==> src/rtl/seq_det_pkg.sv <==
// Shared types and helpers for the parametrised sequence detector.
package seq_det_pkg;

  typedef enum logic [1:0] {
    S_IDLE  = 2'd0,
    S_FILL  = 2'd1,
    S_ARMED = 2'd2,
    S_HIT   = 2'd3
  } state_t;

  localparam logic MODE_RUN = 1'b0;
  localparam logic MODE_PAT = 1'b1;

  // Bits needed to hold the values 0..n inclusive.
  function automatic int clog2_p1(input int n);
    int r;
    r = 0;
    for (int i = 0; i < 32; i++)
      if ((64'd1 << r) < 64'(n) + 64'd1) r++;
    return r;
  endfunction

endpackage

==> src/rtl/seq_shift_window.sv <==
// Sample window for the sequence detector: RUN_LEN-bit shift register
// (newest bit at LSB) plus a saturating count of samples taken.
module seq_shift_window
  import seq_det_pkg::*;
#(
  parameter int RUN_LEN = 4,
  localparam int FW = clog2_p1(RUN_LEN)
) (
  input  logic               CLOCK_50,
  input  logic               Reset,
  input  logic               clr,
  input  logic               en,
  input  logic               w,
  output logic [RUN_LEN-1:0] window,
  output logic [FW-1:0]      fill
);

  localparam logic [FW-1:0] FULL = FW'(RUN_LEN);

  // Shift on each enabled sample; reset and soft clear empty the window.
  always_ff @(posedge CLOCK_50) begin
    if (Reset || clr) begin
      window <= '0;
      fill   <= '0;
    end else if (en) begin
      window <= {window[RUN_LEN-2:0], w};
      if (fill != FULL) fill <= fill + 1'b1;
    end
  end

endmodule

==> src/rtl/seq_detector_param.sv <==
// Parametrised serial run / pattern detector with overlap.
// Optional detection counter enabled by defining SEQ_DET_COUNT_EN.
module seq_detector_param
  import seq_det_pkg::*;
#(
  parameter int                 RUN_LEN = 4,
  parameter logic [RUN_LEN-1:0] PATTERN = 4'b1011,
`ifdef SEQ_DET_COUNT_EN
  parameter int                 CNT_W   = 8,
`endif
  localparam int                RL_W    = clog2_p1(RUN_LEN)
) (
  input  logic            CLOCK_50,
  input  logic            Reset,
  input  logic            en,
  input  logic            w,
  input  logic            mode,
  output logic            z,
  output logic            z_val,
  output logic [RL_W-1:0] run_len,
  output logic [1:0]      state
`ifdef SEQ_DET_COUNT_EN
  ,
  output logic [CNT_W-1:0] det_count
`endif
);

  localparam logic [RL_W-1:0] FULL = RL_W'(RUN_LEN);

  logic               mode_q, last_bit, mode_chg;
  logic [RUN_LEN-1:0] window, win_n;
  logic [RL_W-1:0]    fill, fill_n, rl_n;
  logic               detect, z_n;
  state_t             st, st_n;

  // A mode flip is a soft clear; it also blocks the sample on that edge.
  assign mode_chg = (mode != mode_q);
  assign state    = st;

  seq_shift_window #(.RUN_LEN(RUN_LEN)) u_win (
    .CLOCK_50 (CLOCK_50),
    .Reset    (Reset),
    .clr      (mode_chg),
    .en       (en),
    .w        (w),
    .window   (window),
    .fill     (fill)
  );

  // Post-shift view of the sample, detect condition and FSM next state.
  always_comb begin
    win_n  = RUN_LEN'({window, w});
    fill_n = (fill == FULL) ? fill : fill + 1'b1;
    if (w != last_bit || fill == '0) rl_n = RL_W'(1);
    else if (run_len == FULL)        rl_n = run_len;
    else                             rl_n = run_len + 1'b1;
    detect = (mode_q == MODE_PAT) ? (fill_n == FULL && win_n == PATTERN)
                                  : (rl_n == FULL);
    st_n = st;
    z_n  = z;
    if (mode_chg) begin
      st_n = S_IDLE;
      z_n  = 1'b0;
    end else if (en) begin
      z_n = detect;
      if (fill_n != FULL) st_n = S_FILL;
      else if (detect)    st_n = S_HIT;
      else                st_n = S_ARMED;
    end
  end

  // FSM state register.
  always_ff @(posedge CLOCK_50) begin
    if (Reset) st <= S_IDLE;
    else       st <= st_n;
  end

  // Run counter, flag and run value. Reset captures the current mode so a
  // mode held through reset does not cost a soft-clear edge afterwards.
  always_ff @(posedge CLOCK_50) begin
    if (Reset) begin
      mode_q   <= mode;
      last_bit <= 1'b0;
      run_len  <= '0;
      z        <= 1'b0;
      z_val    <= 1'b0;
    end else begin
      mode_q <= mode;
      if (mode_chg) begin
        run_len <= '0;
      end else if (en) begin
        run_len  <= rl_n;
        last_bit <= w;
      end
      z <= z_n;
      if (z_n && !z) z_val <= (mode_q == MODE_RUN) ? w : 1'b0;
    end
  end

`ifdef SEQ_DET_COUNT_EN
  // Saturating count of z rising edges; only a hard reset clears it.
  always_ff @(posedge CLOCK_50) begin
    if (Reset)                            det_count <= '0;
    else if (z_n && !z && det_count != '1) det_count <= det_count + 1'b1;
  end
`endif

endmodule
==> config.mk <==
export PLATFORM = sky130hd
export DESIGN_NAME = seq_detector_param
export DESIGN_NICKNAME = d
export VERILOG_FILES = /design/src/rtl/seq_det_pkg.sv /design/src/rtl/seq_shift_window.sv /design/src/rtl/seq_detector_param.sv
export SDC_FILE = /design/constraint.sdc
export NUM_CORES = 1
export LEC_CHECK = 0
export BUFFER_PORTS_ARGS = -buffer_cell sky130_fd_sc_hd__buf_2
export CAP_MARGIN = 20
export CORE_ASPECT_RATIO = 0.8
export CORE_UTILIZATION = 45
export CTS_BUF_LIST = sky130_fd_sc_hd__clkbuf_2 sky130_fd_sc_hd__clkbuf_4 sky130_fd_sc_hd__clkbuf_8
export CTS_CLUSTER_SIZE = 24
export DETAILED_ROUTE_END_ITERATION = 6
export MAX_ROUTING_LAYER = met4
export PLACE_DENSITY = 0.71
export SETUP_SLACK_MARGIN = 0.4
export SYNTH_ARGS = -nofsm -noshare
export SYNTH_HDL_FRONTEND = slang
export SYNTH_HIERARCHICAL = 1
export SYNTH_SLANG_ARGS = --single-unit
==> constraint.sdc <==
create_clock -name CLOCK_50 -period 2.3 [get_ports CLOCK_50]
set_input_delay 0.345 -clock CLOCK_50 [delete_from_list [all_inputs] [get_ports CLOCK_50]]
set_output_delay 0.345 -clock CLOCK_50 [all_outputs]
set_load 0.05 [all_outputs]
# Word level (Yosys, flattened, before mapping)
# Index checks and enable logic that the tools add are counted.
# Widths: inputs -> output; s select.
[totals]
in_bits = 5
regBits = 15
elab_cells = 38
output_inout_bits = 7
[op_classes]
n_eq_ne = 9
muxes = 9
bitwise = 1
add_sub_neg = 2
reduce_logical = 9
[op_table]
columns = ["op", "n"]
rows = [
  ["$eq 3x3->1 const B", 4],
  ["$mux 3", 3],
  ["$add 3x1->3 const B", 2],
  ["$ne 3x3->1 const B", 2],
  ["$mux 1", 5],
  ["$eq 4x4->1 const B", 1],
  ["$reduce_and 2->1", 2],
  ["$logic_not 3->1", 1],
  ["$logic_and 1x1->1", 2],
  ["$logic_or 1x1->1", 2],
  ["$mux 2", 1],
  ["$ne 1x1->1", 2],
  ["$reduce_or 2->1", 1],
  ["$logic_not 1->1", 1],
  ["$not 1->1", 1],
]

# Logic depth before layout (Yosys ltp)
# Gate-level depths: netlist of run 1.
[logic_depth]
word_depth = 8
mapped_depth = 7
mapped_depth_nobuf = 7

# By module
# The synthesis of run 1 kept the hierarchy.
[modules_own_cells]
columns = ["mod", "area_each_um2", "cells_each", "instances"]
rows = [
  ["seq_detector_param", 566.8, 66, 1],
  ["seq_shift_window", 342.8, 31, 1],
]

# Least setup slack after synthesis of run 1
# No wires, ideal clock.
[synth_path]
path_type = "reg2reg"
from = "register run_len[0]"
to = "register z_val"
period_less_slack_ps = 1825
t_arrival_ps = 1754
stages_incl_launch_ff = 6
path_buffers = 0
setup_ps = 72
setup_slack_ps = 475
path_cell_list = "dfxtp_1 > inv_1 > ha_1 > nor4_4 > o21a_1 > mux2i_1"
[synth_via]
elab_chain_len = 8
[synth_lines]
columns = ["element", "line_no", "source"]
rows = [
  ["start, declared", "seq_detector_param.sv:20", "output logic [RL_W-1:0] run_len,"],
  ["start signal, assigned", "seq_detector_param.sv:92", "run_len <= rl_n;"],
  ["$add 3x1->3 / $eq 3x3->1 (equally long branches)", "seq_detector_param.sv:56, seq_detector_param.sv:55", ""],
  ["$mux 3 (*)", "seq_detector_param.sv:55", "else if (run_len == FULL) rl_n = run_len;"],
  ["$mux 3 (*)", "seq_detector_param.sv:54", "if (w != last_bit || fill == '0) rl_n = RL_W'(1);"],
  ["$eq 3x3->1 (*)", "seq_detector_param.sv:58", ": (rl_n == FULL);"],
  ["$mux 1 (*)", "seq_detector_param.sv:57", "detect = (mode_q == MODE_PAT) ? (fill_n == FULL && win_n == PATTERN)"],
  ["$mux 1 (*)", "seq_detector_param.sv:64", "end else if (en) begin"],
  ["$mux 1 (*)", "seq_detector_param.sv:61", "if (mode_chg) begin"],
  ["$logic_and 1x1->1 (*)", "seq_detector_param.sv:96", "if (z_n && !z) z_val <= (mode_q == MODE_RUN) ? w : 1'b0;"],
  ["end signal, assigned", "seq_detector_param.sv:96", ""],
  ["end, declared", "seq_detector_param.sv:19", "output logic z_val,"],
]
# Mark *: on every way between the ends. The rest lies on a longest branch, timed or not.
# A chain may end at the register's enable or synchronous reset.

# Worst setup path after layout of run 1
[layout_path]
from = "register u_win.fill[0]"
to = "register z_val"
[layout_via]
elab_chain_len = 8
[layout_lines]
columns = ["element", "line_no", "source"]
rows = [
  ["start, declared", "seq_shift_window.sv:15", "output logic [FW-1:0] fill"],
  ["start signal, assigned", "seq_shift_window.sv:27", "if (fill != FULL) fill <= fill + 1'b1;"],
  ["$add 3x1->3, or another cell as far along", "seq_detector_param.sv:53", "fill_n = (fill == FULL) ? fill : fill + 1'b1;"],
  ["$mux 3 / $logic_or 1x1->1 (equally long branches)", "seq_detector_param.sv:53, seq_detector_param.sv:54", ""],
  ["$eq 3x3->1 / $mux 3 (equally long branches)", "seq_detector_param.sv:57, seq_detector_param.sv:54", ""],
  ["$logic_and 1x1->1 / $eq 3x3->1 (equally long branches)", "seq_detector_param.sv:57, seq_detector_param.sv:58", ""],
  ["$mux 1 (*)", "seq_detector_param.sv:57", ""],
  ["$mux 1 (*)", "seq_detector_param.sv:64", ""],
  ["$mux 1 (*)", "seq_detector_param.sv:61", ""],
  ["$logic_and 1x1->1 (*)", "seq_detector_param.sv:96", ""],
]
# Marked as above.

==> results.json, run 1 <==
{
  "result_of_the_run": "finished clean",
  "p_leak_nw": 0.399,
  "worst_slew_pin_slew_ps": 344,
  "routed_via_density": 5.37,
  "drcViolationCount": 0,
  "pwr_density_cell_nw_per_um2": 543,
  "critical_path.startpoint_type": "register",
  "path_buf_inv": 1,
  "critPathArrivalTime_ps": 2000,
  "finClkSkew_ps": 9.97,
  "crit_start": "u_win/fill[0]$_SDFFE_PP0P_",
  "ir_drop_uv": 349,
  "synthesis.area_per_instance_sq_um": 9.32,
  "tritoncts.num_buffers": 3,
  "worstRegToRegCells": 6,
  "met3_usage_grt_pct": 8.79,
  "worst_setup_hold_path_clk_slew_ps": 90,
  "critPathRequiredTime_ps": 2520,
  "core_region_area_sq_um": 1720,
  "drive_above_1_share_pct": 26.2,
  "met1_usage_pct": 17.6,
  "power.share.sequential_pct": 52.7,
  "synthesis.instances": 94,
  "mappedNetlistArea_sq_um": 876,
  "mappedNetlistNets": 105,
  "horizontal_extent_of_the_die_microns": 51.3,
  "initial_antenna_violation_count": 0,
  "clock_tree.root_cell": "sky130_fd_sc_hd__clkbuf_4",
  "mean_routed_wirelength_per_cell_microns": 12.0,
  "maxSlewHeadroom_pct": 76.9,
  "grt_util_all_layers_pct": 17.1,
  "top_level_ports": 12,
  "gpl.final_weighted_congestion": 0.759,
  "net-switching-power_mw": 0.147,
  "clkSinkCount": 15,
  "area_growth_syn_to_layout_pct": 10.3,
  "grt_busiest_layer": "met2",
  "critical_path_depth": 6,
  "holdBufCountCts": 0,
  "antenna_diodes": 0,
  "yosys_warnings": 6,
  "insertion_delay_ps": 290,
  "max_cap_viol_count": 0,
  "critPathKind": "register to register",
  "post_cts.resized_instances": 0,
  "critical_path.top_delay_family": "simple AND/OR/NAND/NOR gates",
  "grt_setup_unrepaired": "no",
  "grt_start_max_net_pins": 18,
  "postRouteAntennaNets": 0,
  "clkPwrFrac_pct": 31.5,
  "io_buffer_count": 11,
  "cp_cell_sequence": "inv_2 -> ha_1 -> or4b_4 -> a21oi_2 -> o21a_1 -> mux2i_1",
  "fin_tns_setup_ps": 0,
  "grt_remaining_overflow": 0,
  "swShare_pct": 28.0,
  "layout_worst_path_cycle_share_pct": 77.5,
  "route.final.wire_length_mm": 1.54,
  "timing.rr.end": "z_val$_SDFFE_PP0P_",
  "timing.critical_path.slowest_stage_cell": "sky130_fd_sc_hd__or4b_4",
  "final_net_count": 119,
  "finalSetupViolCount": 0,
  "r2r_slack_ps": 520,
  "power.share.combinational_pct": 15.9,
  "worst_path_largest_cell_delay_ps": 490,
  "r2r-start": "u_win/fill[0]$_SDFFE_PP0P_",
  "drv_slew": 0,
  "min_period_ps": 1780,
  "tritoncts_clock_tree": "built",
  "via_count": 693,
  "max_freq_ghz": 0.561,
  "initialDrtViolationCount": 8,
  "grt_first_pass_wirelength_mm": 2.63,
  "die-area_sq_um": 2130,
  "start_util_pct": 50.8,
  "hold_critical_path_depth": 1,
  "hold-worst-slack_ps": 187,
  "worstHoldPathType": "input pin to register",
  "finalHoldViolCount": 0,
  "rows": 13,
  "endpoint": "z_val$_SDFFE_PP0P_",
  "die_y_microns": 41.5,
  "cellInternalPower_mw": 0.378,
  "grt_use_met2_pct": 28.7,
  "first_global_vias": 643,
  "timing.critical_path.fanout_max": 8,
  "timing.critical_path.to_type": "register",
  "drt_first_pass_iters": 4,
  "place_hpwl_mm": 1.22,
  "h-tree-depth": 1,
  "cts_max_path_buffers": 2,
  "cts_setup_buffers": 0
}
final cells by class:
type,instances,area [sq um]
fill,182,758
timing repair buffer,11,55.1
clock buffer,4,30.0
multi-input combinational,69,520
sequential,15,303
inverter,8,30.0
tap,22,27.5
flip-flops by register name (all words and copies together) (netlist names):
signal and cells:
u_win/fill 3, z_val 1, mode_q 1, last_bit 1
run_len 3, z 1, state 2, u_win/window 3
power groups by stage:
stage | combinational, mW | clock [mW] | sequential, mW
floorplan | 0.0538 | 0 | 0.294
global placement | 0.0810 | 0 | 0.282
detailed placement | 0.0831 | 0 | 0.282
CTS | 0.0837 | 0.170 | 0.276
global route | 0.0914 | 0.184 | 0.278
finish | 0.0832 | 0.165 | 0.276
stage by stage:
step	power (mW)	util [%]	setup slack [ps]	cells	instance area (sq um)
after CTS	0.530	55.9	433	129	963
after global placement	0.363	54.1	502	125	933
final	0.525	56.0	516	129	966
after global routing	0.554	56.0	411	129	966
after detailed placement	0.365	54.1	435	125	933
after floorplan	0.347	-	475	94	876
worst min path at each step:
stage | from | to | slack [ps]
final | mode | mode_q$_DFF_P_ | 190
after global routing | mode | mode_q$_DFF_P_ | 170
after CTS | mode | mode_q$_DFF_P_ | 180
after detailed placement | last_bit$_SDFFE_PP0P_ | last_bit$_SDFFE_PP0P_ | 470
after global placement | last_bit$_SDFFE_PP0P_ | last_bit$_SDFFE_PP0P_ | 460
after floorplan | mode | mode_q$_DFF_P_ | 370
routing by layer:
metal / wire [microns] / vias to the layer above / share of wire, %
li1: - / 351 / -
met1: 737 / 324 / 48
met2: 698 / 14 / 45
met3: 86 / 4 / 5.6
met4: 20 / 0 / 1.3
met5: 0 / - / 0
placed cells by master, fill, tap and decap left out, types with 3 or more instances in the layout:
cell type / count
sky130_fd_sc_hd__nor3_1: 3
sky130_fd_sc_hd__mux2i_1: 4
sky130_fd_sc_hd__nor2_1: 13
sky130_fd_sc_hd__dfxtp_1: 13
sky130_fd_sc_hd__buf_2: 11
sky130_fd_sc_hd__nand2b_1: 3
sky130_fd_sc_hd__inv_1: 7
sky130_fd_sc_hd__nand2_1: 6
sky130_fd_sc_hd__xnor2_1: 3
sky130_fd_sc_hd__clkbuf_4: 4
sky130_fd_sc_hd__nor3b_1: 4
sky130_fd_sc_hd__ha_1: 6
sky130_fd_sc_hd__a21oi_1: 4
(Power assumes the default switching activity.)
==> run 2: changes to the inputs <==
Settings changed: PLACE_DENSITY 0.71 to 0.73.
Clock period 2.3 ns to 1.6 ns, I/O delays scaled along.
==> results.json, run 2 (same netlist as run 1, synthesis figures left out) <==
{
  "result_of_the_run": "finished, violations left",
  "failed_checks": "setup timing",
  "final_setup_slack_of_the_worst_path_ps": -62.7,
  "clock_tree.root_cell": "sky130_fd_sc_hd__clkbuf_4",
  "grt_setup_unrepaired": "yes",
  "rows": 13,
  "utilization_pct": 65.6,
  "die-area_sq_um": 2130,
  "via_count": 711,
  "final_net_count": 126,
  "critPathArrivalTime_ps": 1890,
  "grt_start_max_net_pins": 18,
  "placed_cells_incl_taps": 130,
  "place_hpwl_mm": 1.29,
  "r2r-start": "u_win/fill[0]$_SDFFE_PP0P_",
  "cts_max_path_buffers": 2,
  "tritoncts.num_buffers": 3,
  "ir_drop_uv": 655,
  "registers_with_the_highest_flip_flop_counts": "run_len (3), u_win/fill (3), u_win/window (3)",
  "gpl.final_weighted_congestion": 0.738,
  "fin_cells": 136,
  "critPathKind": "register to register",
  "grt_first_pass_wirelength_mm": 2.80,
  "min_from": "mode",
  "start_util_pct": 50.8,
  "finalHoldViolCount": 0,
  "first_global_vias": 621,
  "hold-worst-slack_ps": 135,
  "route.final.wire_length_mm": 1.68,
  "postRouteAntennaNets": 0,
  "tritoncts_clock_tree": "built",
  "finalSetupViolCount": 2,
  "routed_via_density": 5.23,
  "max_freq_ghz": 0.601,
  "die_y_microns": 41.5,
  "antenna_diodes": 0,
  "initial_antenna_violation_count": 0,
  "worstHoldPathType": "input pin to register",
  "pwr_density_cell_nw_per_um2": 698,
  "timing.rr.end": "z_val$_SDFFE_PP0P_",
  "worst_path_largest_cell_delay_ps": 510,
  "grt_remaining_overflow": 0,
  "drv_slew": 0,
  "critical_path.top_delay_family": "simple AND/OR/NAND/NOR gates",
  "worstRegToRegCells": 6,
  "fin_total_pwr_mw": 0.790,
  "layout_worst_path_cycle_share_pct": 104,
  "finClkSkew_ps": 10.3,
  "timing.critical_path.fanout_max": 5,
  "grt_util_all_layers_pct": 17.6,
  "worst_setup_hold_path_clk_slew_ps": 90,
  "p_leak_nw": 0.452,
  "area_growth_syn_to_layout_pct": 29.1,
  "drcViolationCount": 0,
  "path_buf_inv": 1,
  "mostFrequentLayoutCell": "sky130_fd_sc_hd__nor2_1",
  "insertion_delay_ps": 290,
  "min_period_ps": 1660,
  "hold_critical_path_depth": 1,
  "critPathRequiredTime_ps": 1830,
  "drt_first_pass_iters": 4,
  "horizontal_extent_of_the_die_microns": 51.3,
  "r2r_slack_ps": -60,
  "worst_slew_pin_slew_ps": 318,
  "io_buffer_count": 11,
  "critical_path.startpoint_type": "register",
  "cp_cell_sequence": "inv_4 -> ha_4 -> or4b_4 -> a21oi_4 -> o21a_1 -> mux2i_1",
  "max_cap_viol_count": 0,
  "h-tree-depth": 1,
  "maxSlewHeadroom_pct": 78.6,
  "initialDrtViolationCount": 13,
  "clkSinkCount": 15,
  "fillers": 146,
  "top_level_ports": 12,
  "mean_routed_wirelength_per_cell_microns": 12.3,
  "worstHoldEndpoint": "mode_q$_DFF_P_",
  "core_region_area_sq_um": 1720,
  "timing.critical_path.slowest_stage_cell": "sky130_fd_sc_hd__or4b_4",
  "layout.cells.most_common_list": "sky130_fd_sc_hd__nor2_1, sky130_fd_sc_hd__dfxtp_1, sky130_fd_sc_hd__buf_2, sky130_fd_sc_hd__buf_4",
  "timing.critical_path.to_type": "register",
  "drive_above_1_share_pct": 45.6
}
[run 2: cell types whose count changed in the layout (fill, tap and decap cells not counted), sizes merged]
| cell | before | now |
|---|---|---|
| buf | 11 | 16 |
| clkbuf | 4 | 6 |
[run 2: power breakdown]
| part | leakage (nW) | internal [mW] | total [mW] | switching [mW] |
|---|---|---|---|---|
| registers | 0.126 | 0.382 | 0.396 | 0.0138 |
| clock network | 0.0184 | 0.114 | 0.235 | 0.121 |
| logic | 0.308 | 0.0722 | 0.159 | 0.0870 |
| total | 0.452 | 0.568 | 0.790 | 0.222 |
[run 2: per-stage QoR]
| step | setup WS, ps | instance area [sq um] | TNS, ps |
|---|---|---|---|
| floorplan | -42.7 | 922 | -76.7 |
| global placement | -31.6 | 1020 | -62.6 |
| detailed placement | -86.9 | 1020 | -170 |
| CTS | -60.1 | 1110 | -60.1 |
| global route | -129 | 1130 | -215 |
| finish | -62.7 | 1130 | -81.6 |
[run 2: worst register-to-register path, stage by stage (launching register included)]
cell and delay (ps):
sky130_fd_sc_hd__dfxtp_4 380, sky130_fd_sc_hd__inv_4 40, sky130_fd_sc_hd__ha_4 210, sky130_fd_sc_hd__or4b_4 510, sky130_fd_sc_hd__a21oi_4 180, sky130_fd_sc_hd__o21a_1 140
sky130_fd_sc_hd__mux2i_1 160
[run 2: timing repair]
action,4_1_cts,5_1_grt
pin swaps,9,6
gates resized for setup,13,5
buffers inserted,1,1
setup endpoints to repair,12,12
hold buffers,0,0
[run 2: worst max path at each step]
stage / from / to / depth (start not counted)
after global routing: u_win/fill[0]$_SDFFE_PP0P_ / z_val$_SDFFE_PP0P_ / 6
final: u_win/fill[0]$_SDFFE_PP0P_ / z_val$_SDFFE_PP0P_ / 6
after floorplan: u_win/fill[1]$_SDFFE_PP0P_ / z_val$_SDFFE_PP0P_ / 6
after detailed placement: u_win/fill[0]$_SDFFE_PP0P_ / z$_SDFF_PP0_ / 6
after global placement: u_win/fill[0]$_SDFFE_PP0P_ / z$_SDFF_PP0_ / 6
after CTS: u_win/fill[0]$_SDFFE_PP0P_ / z_val$_SDFFE_PP0P_ / 6
[run 2: cell type report]
type	count	area (sq um)	area share, %
Timing Repair Buffer	18	119	10.5
Clock buffer	4	30.0	2.65
Inverter	8	35.0	3.10
Tap cell	22	27.5	2.43
Sequential cell	15	318	28.1
Multi-Input combinational cell	69	602	53.2
[run 2: routing by layer]
metal,routed length (microns),global-route usage (%),part of all wire (%)
met5,0,-,0
met3,55,5.49,3.3
met1,825,24.3,49
met4,0,1.62,0
met2,796,26.1,47
==> run 3: changes to the inputs <==
Settings changed: MAX_ROUTING_LAYER met4 to not set.
==> results.json, run 3 (same netlist as run 1, synthesis figures left out) <==
{
  "result_of_the_run": "finished, violations left",
  "failed_checks": "setup timing",
  "finalSetupViolCount": 2,
  "postRouteAntennaNets": 0,
  "final_net_count": 126,
  "die_y_microns": 41.5,
  "critPathRequiredTime_ps": 1830,
  "tritoncts.num_buffers": 3,
  "insertion_delay_ps": 290,
  "grt_util_all_layers_pct": 17.1,
  "timing.critical_path.fanout_max": 5,
  "area.sequential_sq_um": 318,
  "max_cap_viol_count": 0,
  "worstHoldPathType": "input pin to register",
  "place_hpwl_mm": 1.29,
  "cellInternalPower_mw": 0.568,
  "mostFrequentLayoutCell": "sky130_fd_sc_hd__nor2_1",
  "io_buffer_count": 11,
  "finalHoldViolCount": 0,
  "drv_slew": 0,
  "layout.cell_area.non_filler_sq_um": 1130,
  "area_growth_syn_to_layout_pct": 29.1,
  "timing.critical_path.to_type": "register",
  "via_count": 711,
  "core_region_area_sq_um": 1720,
  "fin_cells": 136,
  "tritoncts_clock_tree": "built",
  "critPathKind": "register to register",
  "fin_total_pwr_mw": 0.790,
  "drcViolationCount": 0,
  "fin_tns_setup_ps": -81.6,
  "horizontal_extent_of_the_die_microns": 51.3,
  "clkSinkCount": 15,
  "drt_first_pass_iters": 4,
  "power.share.combinational_pct": 20.2,
  "start_util_pct": 50.8,
  "multi_input_comb_area_sq_um": 602,
  "layout_worst_path_cycle_share_pct": 104,
  "final_setup_slack_of_the_worst_path_ps": -62.7,
  "holdBufCountCts": 0,
  "first_global_vias": 621,
  "route.final.wire_length_mm": 1.68,
  "ir_drop_uv": 655,
  "initialDrtViolationCount": 13,
  "swShare_pct": 28.1,
  "power.share.sequential_pct": 50.1,
  "grt_setup_unrepaired": "yes",
  "clkPwrFrac_pct": 29.7,
  "placed_cells_incl_taps": 130,
  "finClkSkew_ps": 10.3,
  "grt_start_max_net_pins": 18,
  "clock_tree.root_cell": "sky130_fd_sc_hd__clkbuf_4",
  "registers_with_the_highest_flip_flop_counts": "run_len (3), u_win/fill (3), u_win/window (3)",
  "worst_slew_pin_slew_ps": 318,
  "cts_max_path_buffers": 2,
  "worst_setup_hold_path_clk_slew_ps": 90,
  "antenna_diodes": 0,
  "mean_routed_wirelength_per_cell_microns": 12.3,
  "fillers": 146,
  "initial_antenna_violation_count": 0,
  "pwr_density_cell_nw_per_um2": 698,
  "max_freq_ghz": 0.601,
  "p_leak_nw": 0.452,
  "routed_via_density": 5.23,
  "rows": 13,
  "critPathArrivalTime_ps": 1890,
  "gpl.final_weighted_congestion": 0.729,
  "layout.cells.most_common_list": "sky130_fd_sc_hd__nor2_1, sky130_fd_sc_hd__dfxtp_1, sky130_fd_sc_hd__buf_2, sky130_fd_sc_hd__buf_4",
  "net-switching-power_mw": 0.222,
  "h-tree-depth": 1,
  "min_period_ps": 1660,
  "maxSlewHeadroom_pct": 78.6,
  "drive_above_1_share_pct": 45.6,
  "critical_path.startpoint_type": "register",
  "grt_first_pass_wirelength_mm": 2.80,
  "die-area_sq_um": 2130,
  "utilization_pct": 65.6,
  "grt_remaining_overflow": 0,
  "top_level_ports": 12,
  "post_dp_cell_area_sq_um": 1020
}
[run 3: layer usage]
layer	global-route usage [%]	routed length, microns
met3	5.86	65
met2	26.1	796
met4	1.62	0
met1	24.1	815
met5	0	0
[run 3: cell type report]
type,instances,area share [%]
Sequential cell,15,28.1
Timing Repair Buffer,18,10.5
Multi-Input combinational cell,69,53.2
Clock buffer,4,2.65
Inverter,8,3.10
Tap cell,22,2.43
[run 3: path summary, 6_finish.rpt]
kind              slack [ps]                        from  cells past startpoint                     to
setup / recovery         -60  u_win/fill[0]$_SDFFE_PP0P_                      6     z_val$_SDFFE_PP0P_
hold / removal           130                        mode                      1         mode_q$_DFF_P_
setup reg to reg         -60  u_win/fill[0]$_SDFFE_PP0P_                      6     z_val$_SDFFE_PP0P_
hold reg to reg          480       last_bit$_SDFFE_PP0P_                      2  last_bit$_SDFFE_PP0P_
[run 3: stage by stage]
step	hold slack, ps	setup slack (ps)
CTS	136	-60.1
global route	117	-129
finish	135	-62.7
global placement	368	-31.6
floorplan	268	-42.7
detailed placement	372	-86.9
[run 3: power groups by stage]
stage / clock network [mW] / registers [mW] / logic [mW]
after floorplan: 0 / 0.422 / 0.0840
after global placement: 0 / 0.403 / 0.132
after detailed placement: 0 / 0.404 / 0.136
after CTS: 0.241 / 0.396 / 0.150
after global routing: 0.261 / 0.397 / 0.173
final: 0.235 / 0.396 / 0.159
[run 3: worst max-delay path: stages, from the launching register on]
cell                      delay, ps
sky130_fd_sc_hd__dfxtp_4        380
sky130_fd_sc_hd__inv_4           40
sky130_fd_sc_hd__ha_4           200
sky130_fd_sc_hd__or4b_4         510
sky130_fd_sc_hd__a21oi_4        180
sky130_fd_sc_hd__o21a_1         140
sky130_fd_sc_hd__mux2i_1        160
[run 3: repair_timing]
item / in CTS / in global routing
endpoints found under the setup margin: 12 / 12
setup buffers: 1 / 1
gates resized for setup: 13 / 5
pin swaps: 9 / 6
